==> config.mk <==
export PLATFORM = sky130hd
export DESIGN_NAME = six_bit_counter
export DESIGN_NICKNAME = d
export VERILOG_FILES = /design/src/rtl/six_bit_counter_pkg.sv /design/src/rtl/six_bit_counter_t_flip_flop.sv /design/src/rtl/six_bit_counter.sv
export SDC_FILE = /design/constraint.sdc
export NUM_CORES = 1
export LEC_CHECK = 0
export ABC_AREA = 1
export CAP_MARGIN = 20
export CORE_AREA = 2 2 39 41
export CTS_BUF_LIST = sky130_fd_sc_hd__clkbuf_2 sky130_fd_sc_hd__clkbuf_4 sky130_fd_sc_hd__clkbuf_8
export CTS_CLUSTER_DIAMETER = 30
export DETAILED_ROUTE_END_ITERATION = 7
export DIE_AREA = 0 0 41 43
export PLACE_DENSITY = 0.41
export SLEW_MARGIN = 10
export SYNTH_ARGS = -nofsm -noshare
export SYNTH_HDL_FRONTEND = slang
export SYNTH_HIERARCHICAL = 1
export SYNTH_SLANG_ARGS = --single-unit
==> constraint.sdc <==
create_clock -name clk -period 1 [get_ports clk]
set_input_delay 0.15 -clock clk [delete_from_list [all_inputs] [get_ports clk]]
set_output_delay 0.15 -clock clk [all_outputs]
set_load 0.005 [all_outputs]
==> src/rtl/six_bit_counter_pkg.sv <==
// six_bit_counter_pkg
//   Shared constants for the six-bit counter and its consumers.
//   COUNT_WIDTH : number of count stages (fixed at 6)
//   COUNT_MAX   : terminal count value before wrap (63)
//   pack_count  : helper that packs the discrete q0..q5 bits into a vector
package six_bit_counter_pkg;

    localparam int unsigned COUNT_WIDTH = 6;
    localparam int unsigned COUNT_MAX   = (1 << COUNT_WIDTH) - 1;

    typedef logic [COUNT_WIDTH-1:0] count_t;

    // q5 is the MSB, q0 the LSB.
    function automatic count_t pack_count(
        input logic q0, input logic q1, input logic q2,
        input logic q3, input logic q4, input logic q5
    );
        return {q5, q4, q3, q2, q1, q0};
    endfunction

endpackage

==> src/rtl/six_bit_counter_t_flip_flop.sv <==
// t_flip_flop
//   Single toggle flip-flop stage with synchronous active-low reset.
//   clk   : rising-edge clock
//   reset : synchronous, active-low; clears q
//   t     : toggle enable; q inverts on the edge when set, holds otherwise
//   q     : registered output
module t_flip_flop (
    input  logic clk,
    input  logic reset,
    input  logic t,
    output logic q
);

    always_ff @(posedge clk) begin
        if (!reset) begin
            q <= '0;
        end else if (t) begin
            q <= ~q;
        end
    end

endmodule

==> src/rtl/six_bit_counter.sv <==
// six_bit_counter
//   Free-running 6-bit synchronous binary up-counter built from six T
//   flip-flop stages sharing one clock. Wraps 63 -> 0.
//   clk   : rising-edge clock
//   reset : synchronous, active-low; clears the count
//   q0..q5: registered count bits, q0 = LSB, q5 = MSB
module six_bit_counter
    import six_bit_counter_pkg::*;
(
    input  logic clk,
    input  logic reset,
    output logic q0,
    output logic q1,
    output logic q2,
    output logic q3,
    output logic q4,
    output logic q5
);

    count_t q;
    count_t t;

    // Stage i toggles only when every lower stage is 1 (carry chain).
    assign t[0] = 1'b1;
    always_comb begin
        for (int unsigned i = 1; i < COUNT_WIDTH; i++) begin
            t[i] = t[i-1] & q[i-1];
        end
    end

    for (genvar g = 0; g < COUNT_WIDTH; g++) begin : g_stage
        t_flip_flop u_tff (
            .clk   (clk),
            .reset (reset),
            .t     (t[g]),
            .q     (q[g])
        );
    end

    assign q0 = q[0];
    assign q1 = q[1];
    assign q2 = q[2];
    assign q3 = q[3];
    assign q4 = q[4];
    assign q5 = q[5];

endmodule

==> run summary, run 1 <==
Horiz. Die Dim = 41 µm
Count of routing violations after the opening detailed-route iteration = 6
Number of antenna violations at the first check in global routing = 0
Number of nets in the layout = 61
Clk sinks = 6
Overall die area = 1763 µm²
Number of warning messages in the yosys log = 6
Cell at the slowest stage of the critical path = sky130_fd_sc_hd__dfxtp_2
Site Rows = 14
Clock tree buffer depth = 2
Worst Path Class, Setup = reg -> out
Clk slew on worst S/H paths = 0.05 ns
Worst clock skew on the final layout = 0.005131 ns
Data required time at the worst endpoint = 0.85 ns
Register with the most flip-flops = g_stage.u_tff/q
Synthesis-stage register bit count = 6
Delay of the slowest cell on the worst path = 0.33 ns
Share of total power in combinational logic = 12.5%
Net Switching = 0.1204 mW
Total of max-cap violations = 0
Diode count = 0
Average cell area after synthesis = 6.320 µm²
Vias in the first global route = 225
Placed wire-length estimate after detailed placement = 378.3 µm
Max VDD drop = 0.2851 mV
Post-route insts no fill = 73
Max reg flops = 6
RSZ-0062 raised after global routing = true
# fillers = 152
Core region area = 1384 µm²
Most common cell after layout, fill and taps aside = sky130_fd_sc_hd__nor2_1
Portion of the clock cycle consumed by the worst path in the final layout = 98.03%
Buffers and inverters on the worst path = 1
Root Driver = sky130_fd_sc_hd__clkbuf_4
Die boundary height = 43 µm
Xor and xnor area share after synthesis = 0%
Area share of and/or/nand/nor cells after synthesis = 43.65%
Overflow left after global routing = 0
Internal power = 0.4252 mW
Cell type contributing the most total cell area after synthesis = sky130_fd_sc_hd__dfxtp_1
CTS tree = yes
Vias after detailed routing = 263
Busiest metal layer after global routing = met4
Pin count of the biggest net entering global routing = 7
Final ANT Viol Nets = 0
Share of total power in sequential cells = 47.0%
Count of final hold-check violations = 0
Power density of the placed cells = 1302 nW/µm²
Count of input and output buffers = 7
First drt pass iteration count = 3
Main combinational cell family by area after synthesis = simple AND/OR/NAND/NOR gates
Routed len/inst = 7.164 µm
Signed area change from the synthesized netlist to the final layout = 70.05%
Power after layout = 0.5456 mW
Number of setup violations in the final report = 0
Global placement routability congestion = 0.6847
Total Routed Length = 523 µm
Max FO, Critical Path = 3
Unique cell type count in the Yosys netlist = 6
Seq/Total Area, Yosys = 48.73%
Global Route met3 Usage = 1.571%
Cells after DPL = 69
Relative contribution of the clock network to total power = 40.5%
Number of vias per cell after detailed routing = 3.603
Summed instance area of the synthesized netlist = 246.5 µm²
Hold WC Path Type = reg -> reg
Fraction of the mapped netlist area in compound gates = 0%
Boundary Pins = 8
Fraction of final layout cells with drive strength greater than 1 = 22.81%
Clock network latency to the later pin of the worst-skew pair = 0.24 ns
Status = finished clean
Multiplexer area fraction after synthesis = 0%
Setup crit end kind = primary output
Commonest cells after routing, fill and taps aside = sky130_fd_sc_hd__nor2_1, sky130_fd_sc_hd__nand2_1, sky130_fd_sc_hd__dlygate4sd2_1
Net switching fraction of the power = 22.07%
Sum of negative setup slack = 0 ns
Area share of the largest cell type after synthesis = 48.73%
Adder and majority gate portion of the synthesized area = 0%
Cell family with the largest share of critical-path delay = flip-flops
Met2 capacity usage during global routing = 9.375%
Top flop regs = g_stage.u_tff/q x6
CP cell instances = dlygate4sd2_1
Met1 GRT Util = 9.032%
Initial Util = 17.81%
Residual DRC count = 0
Max Clk Rate = 1.020 GHz
Shortest period the worst path allows = 0.9803 ns
Arrival time worst endpoint = 0.83 ns
Global-route wire length before repair = 869 µm
Static leakage power = 0.2247 nW
Critical path startpoint category = register
Leading post-synthesis cells by cell area = sky130_fd_sc_hd__dfxtp_1, sky130_fd_sc_hd__nor2_1, sky130_fd_sc_hd__nand2_1
Global Route Usage Sum = 7.940%
H-tree Lvls = 1
Syn Inst Count = 39
Count of final max-slew check failures = 0
CTS buffer count = 3
[power groups by stage]
stage	registers [mW]	logic [mW]	clock network [mW]
finish	0.256	0.0682	0.221
global route	0.257	0.0773	0.247
CTS	0.254	0.0637	0.237
detailed placement	0.259	0.0696	0
global placement	0.259	0.0696	0
floorplan	0.264	0.0188	0
[layout make-up]
| type | count | area, µm² | share of cell area, % |
|---|---|---|---|
| Tap cell | 16 | 20.02 | 4.776 |
| Multi-Input combinational cell | 30 | 115.1 | 27.46 |
| Timing Repair Buffer | 14 | 122.6 | 29.25 |
| Clock buffer | 3 | 22.52 | 5.373 |
| Sequential cell | 6 | 123.9 | 29.55 |
| Inverter | 4 | 15.01 | 3.582 |
[final timing paths]
kind	startpoint	to	slack [ns]	cells after the start
max	g_stage[2].u_tff/q	q2	0.02	1
min	g_stage[3].u_tff/q	g_stage[3].u_tff/q	0.50	2
max reg2reg	g_stage[2].u_tff/q	g_stage[5].u_tff/q	0.03	6
min reg2reg	g_stage[3].u_tff/q	g_stage[3].u_tff/q	0.50	2
[metrics by stage]
step | hold slack (ns) | worst slack [ns] | utilization, % | instance area [µm²]
2_1_floorplan | 0.2704 | 0.09640 | - | 250.2
3_3_place_gp | 0.4951 | 0.001171 | 27.85 | 385.4
3_5_place_dp | 0.5112 | -0.005053 | 27.85 | 385.4
4_1_cts | 0.4993 | 0.0009829 | 29.11 | 402.9
5_1_grt | 0.5379 | -0.04449 | 30.29 | 419.2
6_report | 0.5015 | 0.01974 | 30.29 | 419.2
[logic make-up after synthesis]
group / after synthesis
simple gates: 28
flops: 6
buf+inv: 4
other cells: 1
[metal layers]
| metal | vias to the layer above | wire, µm |
|---|---|---|
| li1 | 149 | - |
| met1 | 110 | 233 |
| met2 | 4 | 267 |
| met3 | 0 | 22 |
| met4 | 0 | 0 |
| met5 | - | 0 |
[cell usage after synthesis (all sizes together)]
cell type  instances
nor2              14
dfxtp              6
conb               1
inv                4
nand4              1
nand2             13
[repair_timing]
item / 4_1_cts / 5_1_grt
gates cloned: 0 / 0
pin swaps: 2 / 3
resized for setup: 8 / 3
endpoints found under the setup margin: 7 / 4
setup buffers: 0 / 1
hold buffers: 0 / 0
(Power assumes the default switching activity.)
==> run 2, diff against run 1 <==
--- a/config.mk
+++ b/config.mk
@@ -10,6 +10,7 @@
 export CORE_AREA = 2 2 39 41
 export CTS_BUF_LIST = sky130_fd_sc_hd__clkbuf_2 sky130_fd_sc_hd__clkbuf_4 sky130_fd_sc_hd__clkbuf_8
 export CTS_CLUSTER_DIAMETER = 30
+export CTS_CLUSTER_SIZE = 25
 export DETAILED_ROUTE_END_ITERATION = 7
 export DIE_AREA = 0 0 41 43
 export PLACE_DENSITY = 0.41
==> results of run 2 <==
No change in the layout: final DEF, timing and power equal those of run 1.
